`src/rtl/result_uart_tx.sv`:
```
// Captures the Reduceron result/state/heap on a rising finish and sends them as one
// ASCII hex line ("RRRRR SS HHHH\r\n") over an 8N1 UART transmitter.
module result_uart_tx #(
    parameter int CLKS_PER_BIT = 434
) (
    input  logic        clock,
    input  logic        reset,
    input  logic [17:0] result,
    input  logic [6:0]  state,
    input  logic [14:0] heap,
    input  logic        finish,
    output logic        txd,
    output logic        busy,
    output logic        done
);
    localparam int BAUD_W = (CLKS_PER_BIT > 2) ? $clog2(CLKS_PER_BIT) : 1;
    localparam logic [BAUD_W-1:0] BAUD_LAST = BAUD_W'(CLKS_PER_BIT - 1);

    localparam logic [1:0] S_IDLE  = 2'd0;
    localparam logic [1:0] S_START = 2'd1;
    localparam logic [1:0] S_DATA  = 2'd2;
    localparam logic [1:0] S_STOP  = 2'd3;

    logic [1:0]        fsm_q, fsm_d;
    logic              armed_q, armed_d;
    logic [17:0]       cap_result_q, cap_result_d;
    logic [6:0]        cap_state_q, cap_state_d;
    logic [14:0]       cap_heap_q, cap_heap_d;
    logic [3:0]        char_idx_q, char_idx_d;
    logic [2:0]        bit_idx_q, bit_idx_d;
    logic [BAUD_W-1:0] baud_q, baud_d;
    logic              txd_q, txd_d;
    logic              busy_q, busy_d;
    logic              done_q, done_d;

    logic [7:0]        cur_byte;
    logic [2:0]        bit_nxt;
    logic              bit_end;

    function automatic logic [7:0] hex_ascii(input logic [3:0] n);
        return (n < 4'd10) ? (8'h30 + {4'b0000, n}) : (8'h37 + {4'b0000, n});
    endfunction

    // Character currently being framed, selected from the frozen capture registers.
    always_comb begin
        cur_byte = 8'h0A;
        case (char_idx_q)
            4'd0:    cur_byte = hex_ascii({2'b00, cap_result_q[17:16]});
            4'd1:    cur_byte = hex_ascii(cap_result_q[15:12]);
            4'd2:    cur_byte = hex_ascii(cap_result_q[11:8]);
            4'd3:    cur_byte = hex_ascii(cap_result_q[7:4]);
            4'd4:    cur_byte = hex_ascii(cap_result_q[3:0]);
            4'd5:    cur_byte = 8'h20;
            4'd6:    cur_byte = hex_ascii({1'b0, cap_state_q[6:4]});
            4'd7:    cur_byte = hex_ascii(cap_state_q[3:0]);
            4'd8:    cur_byte = 8'h20;
            4'd9:    cur_byte = hex_ascii({1'b0, cap_heap_q[14:12]});
            4'd10:   cur_byte = hex_ascii(cap_heap_q[11:8]);
            4'd11:   cur_byte = hex_ascii(cap_heap_q[7:4]);
            4'd12:   cur_byte = hex_ascii(cap_heap_q[3:0]);
            4'd13:   cur_byte = 8'h0D;
            default: cur_byte = 8'h0A;
        endcase
    end

    assign bit_nxt = bit_idx_q + 3'd1;
    assign bit_end = (baud_q == BAUD_LAST);

    // txd is registered, so each transition loads the level of the bit being entered.
    always_comb begin
        fsm_d        = fsm_q;
        armed_d      = armed_q;
        cap_result_d = cap_result_q;
        cap_state_d  = cap_state_q;
        cap_heap_d   = cap_heap_q;
        char_idx_d   = char_idx_q;
        bit_idx_d    = bit_idx_q;
        baud_d       = baud_q;
        txd_d        = txd_q;
        busy_d       = busy_q;
        done_d       = 1'b0;
        case (fsm_q)
            S_IDLE: begin
                if (!finish) begin
                    armed_d = 1'b1;
                end else if (armed_q) begin
                    cap_result_d = result;
                    cap_state_d  = state;
                    cap_heap_d   = heap;
                    armed_d      = 1'b0;
                    busy_d       = 1'b1;
                    txd_d        = 1'b0;
                    char_idx_d   = 4'd0;
                    bit_idx_d    = 3'd0;
                    baud_d       = '0;
                    fsm_d        = S_START;
                end
            end
            S_START: begin
                if (bit_end) begin
                    baud_d    = '0;
                    bit_idx_d = 3'd0;
                    txd_d     = cur_byte[0];
                    fsm_d     = S_DATA;
                end else begin
                    baud_d = baud_q + 1'b1;
                end
            end
            S_DATA: begin
                if (bit_end) begin
                    baud_d = '0;
                    if (bit_idx_q == 3'd7) begin
                        txd_d = 1'b1;
                        fsm_d = S_STOP;
                    end else begin
                        bit_idx_d = bit_nxt;
                        txd_d     = cur_byte[bit_nxt];
                    end
                end else begin
                    baud_d = baud_q + 1'b1;
                end
            end
            S_STOP: begin
                if (bit_end) begin
                    baud_d = '0;
                    if (char_idx_q == 4'd14) begin
                        char_idx_d = 4'd0;
                        done_d     = 1'b1;
                        busy_d     = 1'b0;
                        fsm_d      = S_IDLE;
                    end else begin
                        char_idx_d = char_idx_q + 4'd1;
                        txd_d      = 1'b0;
                        fsm_d      = S_START;
                    end
                end else begin
                    baud_d = baud_q + 1'b1;
                end
            end
            default: fsm_d = S_IDLE;
        endcase
    end

    always_ff @(posedge clock) begin
        if (reset) begin
            fsm_q        <= S_IDLE;
            armed_q      <= 1'b1;
            cap_result_q <= '0;
            cap_state_q  <= '0;
            cap_heap_q   <= '0;
            char_idx_q   <= '0;
            bit_idx_q    <= '0;
            baud_q       <= '0;
            txd_q        <= 1'b1;
            busy_q       <= 1'b0;
            done_q       <= 1'b0;
        end else begin
            fsm_q        <= fsm_d;
            armed_q      <= armed_d;
            cap_result_q <= cap_result_d;
            cap_state_q  <= cap_state_d;
            cap_heap_q   <= cap_heap_d;
            char_idx_q   <= char_idx_d;
            bit_idx_q    <= bit_idx_d;
            baud_q       <= baud_d;
            txd_q        <= txd_d;
            busy_q       <= busy_d;
            done_q       <= done_d;
        end
    end

    assign txd  = txd_q;
    assign busy = busy_q;
    assign done = done_q;

endmodule

```
`config.mk`:
```
export PLATFORM = sky130hd
export DESIGN_NAME = result_uart_tx
export DESIGN_NICKNAME = d
export VERILOG_FILES = /design/src/rtl/result_uart_tx.sv
export SDC_FILE = /design/constraint.sdc
export NUM_CORES = 1
export LEC_CHECK = 0
export BUFFER_PORTS_ARGS = -buffer_cell sky130_fd_sc_hd__buf_4
export CELL_PAD_IN_SITES_DETAIL_PLACEMENT = 0
export CELL_PAD_IN_SITES_GLOBAL_PLACEMENT = 1
export CORE_ASPECT_RATIO = 0.6
export CORE_MARGIN = 2
export CORE_UTILIZATION = 40
export CTS_CLUSTER_DIAMETER = 40
export DETAILED_ROUTE_END_ITERATION = 10
export GPL_TIMING_DRIVEN = 0
export PLACE_DENSITY = 0.86
export SKIP_LAST_GASP = 1
export SLEW_MARGIN = 20
export SYNTH_ARGS = -nofsm -noshare
export SYNTH_HDL_FRONTEND = slang
export SYNTH_SLANG_ARGS = --single-unit
```
`constraint.sdc`:
```
create_clock -name clock -period 2.9 [get_ports clock]
set_clock_uncertainty 0.05 [all_clocks]
set_input_delay 0.435 -clock clock [delete_from_list [all_inputs] [get_ports clock]]
set_output_delay 0.435 -clock clock [all_outputs]
set_load 0.01 [all_outputs]
```
==> flow_summary.yaml, run 1 <==
critical_path:
  critPathMaxFanout: 10
  cp-end-kind: "register"
  critPathLaunchType: "register"
  ff2ff_path_depth: 8
  cp.required_ps: 3080
  critPathLaunch: "char_idx_q[3]$_SDFFE_PP0P_"
  r2r_start: "char_idx_q[3]$_SDFFE_PP0P_"
  path_class: "register to register"
  critPathArrivalTime_ps: 2860
place:
  place_congestion: 0.9233
  port_buffers: 44
  dp_hpwl_mm: 8.819
  dp_slack_ps: 191.3
  placed_cells: 694
sta:
  drv_slew: 0
  setup_viol: 0
  rsz0062_at_grt: "no"
  fin_ws_ps: 218.8
  worst-slew-pin-transition_ps: 728.4
  finalCriticalPeriod_ps: 2681
  fin_setup_tns_ps: 0
  fin_crit_sh_pct: 92.45
  maxSlewHeadroom_pct: 51.04
  hold_viol: 0
  fmax_mhz: 373.0
logic_synthesis:
  synthDominantCellAreaShare_pct: 32.72
  synth_nets: 580
  yosys_register_bits: 62
  netlist_instances: 520
  ys_seq_area_share_pct: 32.72
  async_reset_ff_share_pct: 0
  yosys_warnings: 0
  synthTopCellsByArea: "dfxtp_1 33%, nand2_1 11%, a21oi_1 9.6%"
  syn_area_mm2: 0.003794
  synthFlopType: "dfxtp_1"
  syn_area_per_cell_um2: 7.295
  synth_cell_type_count: 55
  yosysTopAreaCell: "dfxtp_1"
  synth-edff-count: 0
cells_and_area:
  nets: 635
  final_core_util_pct: 49.95
  syn_to_final_growth_pct: 20.98
  final_cells: 710
  n_fill_cell: 942
  layout-drive-gt1-share_pct: 11.90
  antennaDiodeCount: 0
clocking:
  clock_tree.root_cell: "clkbuf_16"
  cts_sinks: 62
  holdBufCountCts: 0
  cts_buffers: 9
  h-tree-depth: 3
  cts_tree: "built"
  clkTransAtPathRegs_ps: 60
  cts.path.max_buffers: 2
  clock_latency_ps: 340
global_route:
  grt_max_degree: 11
  grt_pass1_vias: 3506
  grt_overflow_total: 0
  grt_pass1_wl_mm: 18.72
  antenna_found_initial: 0
  grt_usage_pct: 23.88
drt:
  vias: 3867
  ant_nets: 0
  drc: 0
  viasPerCell: 5.446
  drt_iter0_drc: 339
  postRouteWirelength_mm: 11.64
  drt_pass1_iterations: 5
  wl_per_cell_um: 16.40
die:
  dieWidth_um: 129.7
  dieArea_mm2: 0.01030
  dieHeight_um: 79.44
  top_level_ports: 46
  rows: 27
  start_util_pct: 41.29
  core_mm2: 0.009189
pwr:
  leakage_nw: 1.663
  p_per_area_mw_per_mm2: 717.2
  power_mw: 3.292
  ir_drop_uv: 279.3
hold_path:
  whs_path_depth: 3
  holdCritPathClass: "primary input to register"
  hold_path.startpoint: "heap[2]"
status:
  status: "complete, no violations"
job:
  maxCapViolCount: 0
==> area by class of cell <==
cell class / count / area [µm²] / area share (%)
multi-input cells: 406 / 2352 / 51.25
repair buffers: 44 / 330.3 / 7.197
plain buffers: 27 / 107.6 / 2.345
inverters: 25 / 93.84 / 2.045
clock inverters: 4 / 45.04 / 0.9815
clock buffers: 12 / 256.5 / 5.589
well taps: 130 / 162.7 / 3.544
flip-flops and latches: 62 / 1241 / 27.04
==> cells in the mapped netlist (2+ instances only) <==
| cell | count |
|---|---|
| xnor2_1 | 11 |
| nand2b_1 | 6 |
| nand3_1 | 11 |
| nor4b_1 | 2 |
| a21o_1 | 2 |
| nor2_1 | 33 |
| nand4_1 | 3 |
| a221oi_1 | 4 |
| or3_1 | 2 |
| mux2_2 | 2 |
| and2_1 | 3 |
| and4b_1 | 8 |
| a2111oi_0 | 2 |
| and3_1 | 4 |
| a21oi_1 | 73 |
| a22oi_1 | 3 |
| nor3_1 | 7 |
| or4_1 | 2 |
| nor3b_1 | 2 |
| nor2b_1 | 15 |
| xor2_1 | 5 |
| buf_2 | 2 |
| nor4bb_1 | 2 |
| dfxtp_1 | 62 |
| ha_1 | 17 |
| o21ai_0 | 28 |
| o311ai_1 | 2 |
| o22ai_1 | 13 |
| inv_1 | 25 |
| nor4_1 | 4 |
| nand2_1 | 108 |
| or4b_1 | 2 |
| a211oi_1 | 10 |
| clkbuf_1 | 24 |
==> logic make-up after synthesis <==
group / count (synthesis) / synth area share, %
adders and majority gates: 17 / 5.607
muxes: 2 / 0.5936
buffers and inverters: 52 / 5.310
DFF: 62 / 32.72
and+or+nand+nor: 223 / 29.12
xor gates and xnor gates: 16 / 3.694
AOI/OAI and AO/OA: 148 / 22.96
==> worst max-delay path, stage by stage (launching register included) <==
cell and delay (ps):
dfxtp_1 320, buf_2 190, clkbuf_1 240, nand3_1 310, o311ai_1 200, nor4_1 490, a311oi_1 120, a311o_2 390
a311o_1 260
==> state kept, by name (all words and copies together), names as in the netlist <==
register and flops:
txd 1, busy 1, cap_result_q 18, armed_q 1, bit_idx_q 3, char_idx_q 4, done 1, baud_q 9
cap_heap_q 15, fsm_q 2, cap_state_q 7
==> cell usage in the layout (no fill, tap or decap), drive strengths merged, types with 10 or more instances in the layout <==
cell    synthesis  routed
a211oi         10      10
a21oi          73      73
buf             3      47
clkbuf         24      36
dfxtp          62      62
ha             17      17
inv            25      25
nand2         108     108
nand3          11      11
nor2           33      33
nor2b          15      15
o21ai          28      28
o22ai          13      13
xnor2          11      11
==> final timing paths <==
| path | endpoint | slack (ps) |
|---|---|---|
| worst max register to register | txd$_SDFFE_PP1P_ | 220 |
| worst min register to register | cap_result_q[8]$_SDFFE_PP0P_ | 410 |
| worst min-delay path | cap_heap_q[2]$_SDFFE_PP0P_ | 290 |
| worst max-delay path | txd$_SDFFE_PP1P_ | 220 |
==> power by group <==
part	internal (mW)	total [mW]	leakage [nW]	switching, mW
registers	0.999	1.17	0.506	0.168
clock network	0.707	1.10	0.152	0.390
logic	0.406	1.03	1.00	0.621
total	2.11	3.29	1.66	1.18
==> per-layer routing <==
layer,track usage [%],routed length (µm),up-vias
met2,32.20,4421,142
li1,-,-,1945
met4,5.914,113,0
met3,7.708,983,16
met1,35.96,6125,1764
met5,0,0,-
==> metrics by stage <==
step / cell area, µm² / hold slack (ps)
finish: 4589 / 290.5
detailed placement: 4287 / 397.7
global placement: 4287 / 395.8
floorplan: 3794 / 381.4
CTS: 4588 / 288.5
global route: 4589 / 297.6
==> repair_timing <==
item	CTS	global route
endpoints found under the setup margin	0	1
hold endpoints to repair	0	0
setup buffers	0	0
resized for setup	0	1
Note: power is estimated with default switching activity, not from simulation.
==> run 2, diff against run 1 <==
--- a/config.mk
+++ b/config.mk
@@ -16,4 +16,5 @@
 export GPL_TIMING_DRIVEN = 0
 export PLACE_DENSITY = 0.86
+export SETUP_SLACK_MARGIN = 0.05
 export SKIP_LAST_GASP = 1
 export SLEW_MARGIN = 20
==> constraint.sdc (replaced) <==
create_clock -name clock -period 2.9 [get_ports clock]
set_clock_uncertainty 0.05 [all_clocks]
set_input_delay 0.145 -clock clock [delete_from_list [all_inputs] [get_ports clock]]
set_output_delay 0.145 -clock clock [all_outputs]
set_load 0.01 [all_outputs]
==> run 2 against run 1 <==
  * Cell count increased by 0.14%
  * Critical path depth increased by 1
  * Clock power about the same
  * Design area increased by 0.22%
  * Via count about the same
  * First-iteration DRC count increased by 8.0%
  * Routed wire length decreased by 0.18%
  * Global-route usage about the same
  * Largest power group unchanged
  * Total power decreased by 0.11%
  * Register-to-register slack improved by 20 ps
  * Die area unchanged
  * Highest routed layer unchanged
  * Core utilization increased by 0.11 points
==> flow_summary.yaml, run 2 (synthesis results as in run 1) <==
status:
  status: "complete, no violations"
die:
  dieArea_mm2: 0.01030
  core_mm2: 0.009189
  start_util_pct: 41.29
  dieHeight_um: 79.44
  top_level_ports: 46
  rows: 27
  dieWidth_um: 129.7
cells_and_area:
  final_common_cell: "nand2_1"
  syn_to_final_growth_pct: 21.24
  nets: 636
  n_fill_cell: 941
  final_cells: 711
  antennaDiodeCount: 0
  largest_register_ff_count: 18
  seqCellArea_mm2: 0.001241
  largest-register: "cap_result_q"
  reg_top3: "cap_result_q x18, cap_heap_q x15, baud_q x9"
  most-common-layout-cells: "108 x nand2_1, 73 x a21oi_1, 62 x dfxtp_1"
  layout-drive-gt1-share_pct: 11.88
  multi_input_area_mm2: 0.002352
pwr:
  leakage_nw: 1.667
  p_per_area_mw_per_mm2: 714.9
  ir_drop_uv: 276.4
global_route:
  grt_usage_pct: 23.91
  grt_overflow_total: 0
  grt_pass1_wl_mm: 18.73
  grt_max_degree: 11
  grt_pass1_vias: 3506
  antenna_found_initial: 0
clocking:
  cts.path.max_buffers: 2
  cts_tree: "built"
  clock_latency_ps: 340
  clock_tree.root_cell: "clkbuf_16"
  cts_buffers: 9
  cts_setup_buffers: 0
  h-tree-depth: 3
  cts_sinks: 62
  clkTransAtPathRegs_ps: 50
sta:
  fin_setup_tns_ps: 0
  worst-slew-pin-transition_ps: 723.0
  fmax_mhz: 375.4
  rsz0062_at_grt: "no"
  setup_viol: 0
  drv_slew: 0
  maxSlewHeadroom_pct: 51.40
  hold_viol: 0
  finalCriticalPeriod_ps: 2664
  fin_crit_sh_pct: 91.86
drt:
  drt_pass1_iterations: 5
  postRouteWirelength_mm: 11.62
  viasPerCell: 5.435
  drc: 0
  vias: 3864
  drt_iter0_drc: 366
  ant_nets: 0
  wl_per_cell_um: 16.35
place:
  placed_cells: 694
  place_congestion: 0.9233
  dp_hpwl_mm: 8.819
  port_buffers: 44
hold_path:
  whs_path_depth: 3
  holdCritPathClass: "primary input to register"
critical_path:
  cp-end-kind: "register"
  cp_slowest_stage_delay_ps: 440
  critPathArrivalTime_ps: 2840
  critical_path.cell_chain: "inv_1 -> ha_1 -> and4b_1 -> a21oi_1 -> o22ai_1 -> nor4_1 -> o2111ai_1 -> a311o_2 -> a311o_1"
  slowest_stage: "dfxtp_1"
  critPathLaunchType: "register"
  crit_cells: 9
  path_class: "register to register"
  path_buf_inv: 1
  crit_family: "compound AO/OA/AOI/OAI gates"
  cp.required_ps: 3080
  critPathMaxFanout: 7
  ff2ff_path_depth: 9
job:
  maxCapViolCount: 0
-- run 2: timing repair --
action / in CTS / in global routing
hold buffers: 1 / 0
gates resized for setup: 0 / 1
hold endpoints to repair: 1 / 0
setup endpoints to repair: 0 / 1
-- run 2: layer usage --
layer  track usage [%]  vias up  part of all wire, %
met2             32.15      123                   38
met4             5.914        0                 0.90
met5                 0        -                    0
met3             7.708       14                  8.3
met1             36.10     1781                   53
li1                  -     1946                    -
-- run 2: path summary, 6_finish.rpt --
check	start	to	slack, ps
max	cap_state_q[1]$_SDFFE_PP0P_	txd$_SDFFE_PP1P_	240
min	state[2]	cap_state_q[2]$_SDFFE_PP0P_	4
max reg2reg	cap_state_q[1]$_SDFFE_PP0P_	txd$_SDFFE_PP1P_	240
min reg2reg	cap_state_q[0]$_SDFFE_PP0P_	cap_state_q[0]$_SDFFE_PP0P_	410
-- run 2: metrics by stage --
stage / area (µm²) / hold WS [ps] / power (mW) / setup WS [ps] / utilization, %
finish: 4599 / 3.880 / 3.288 / 236.0 / 50.05
global route: 4599 / 7.626 / 3.508 / 64.91 / 50.05
CTS: 4598 / 0.8387 / 3.292 / 184.5 / 50.04
detailed placement: 4287 / 351.0 / 2.190 / 191.3 / 46.65
global placement: 4287 / 341.8 / 2.150 / 141.6 / 46.65
floorplan: 3794 / 231.0 / 1.868 / 704.1 / -
-- run 2: power breakdown --
part	internal, mW	total [mW]	leakage (nW)	switching [mW]
Combinational	0.406	1.02	1.01	0.616
Sequential	0.999	1.17	0.506	0.168
Clock	0.707	1.10	0.152	0.391
Total	2.11	3.29	1.67	1.18
-- run 2: worst register-to-register path, cell delays in order, from the launching register on --
cell and delay [ps]:
dfxtp_1 440, inv_1 80, ha_1 210, and4b_1 190, a21oi_1 260, o22ai_1 140
nor4_1 340, o2111ai_1 190, a311o_2 400, a311o_1 260
-- run 2: cell type report --
class                           instances  share of cell area [%]
Sequential cell                        62                   26.99
Timing Repair Buffer                   45                   7.399
Clock inverter                          4                  0.9793
Tap cell                              130                   3.536
Buffer                                 27                   2.339
Inverter                               25                   2.040
Clock buffer                           12                   5.577
Multi-Input combinational cell        406                   51.14
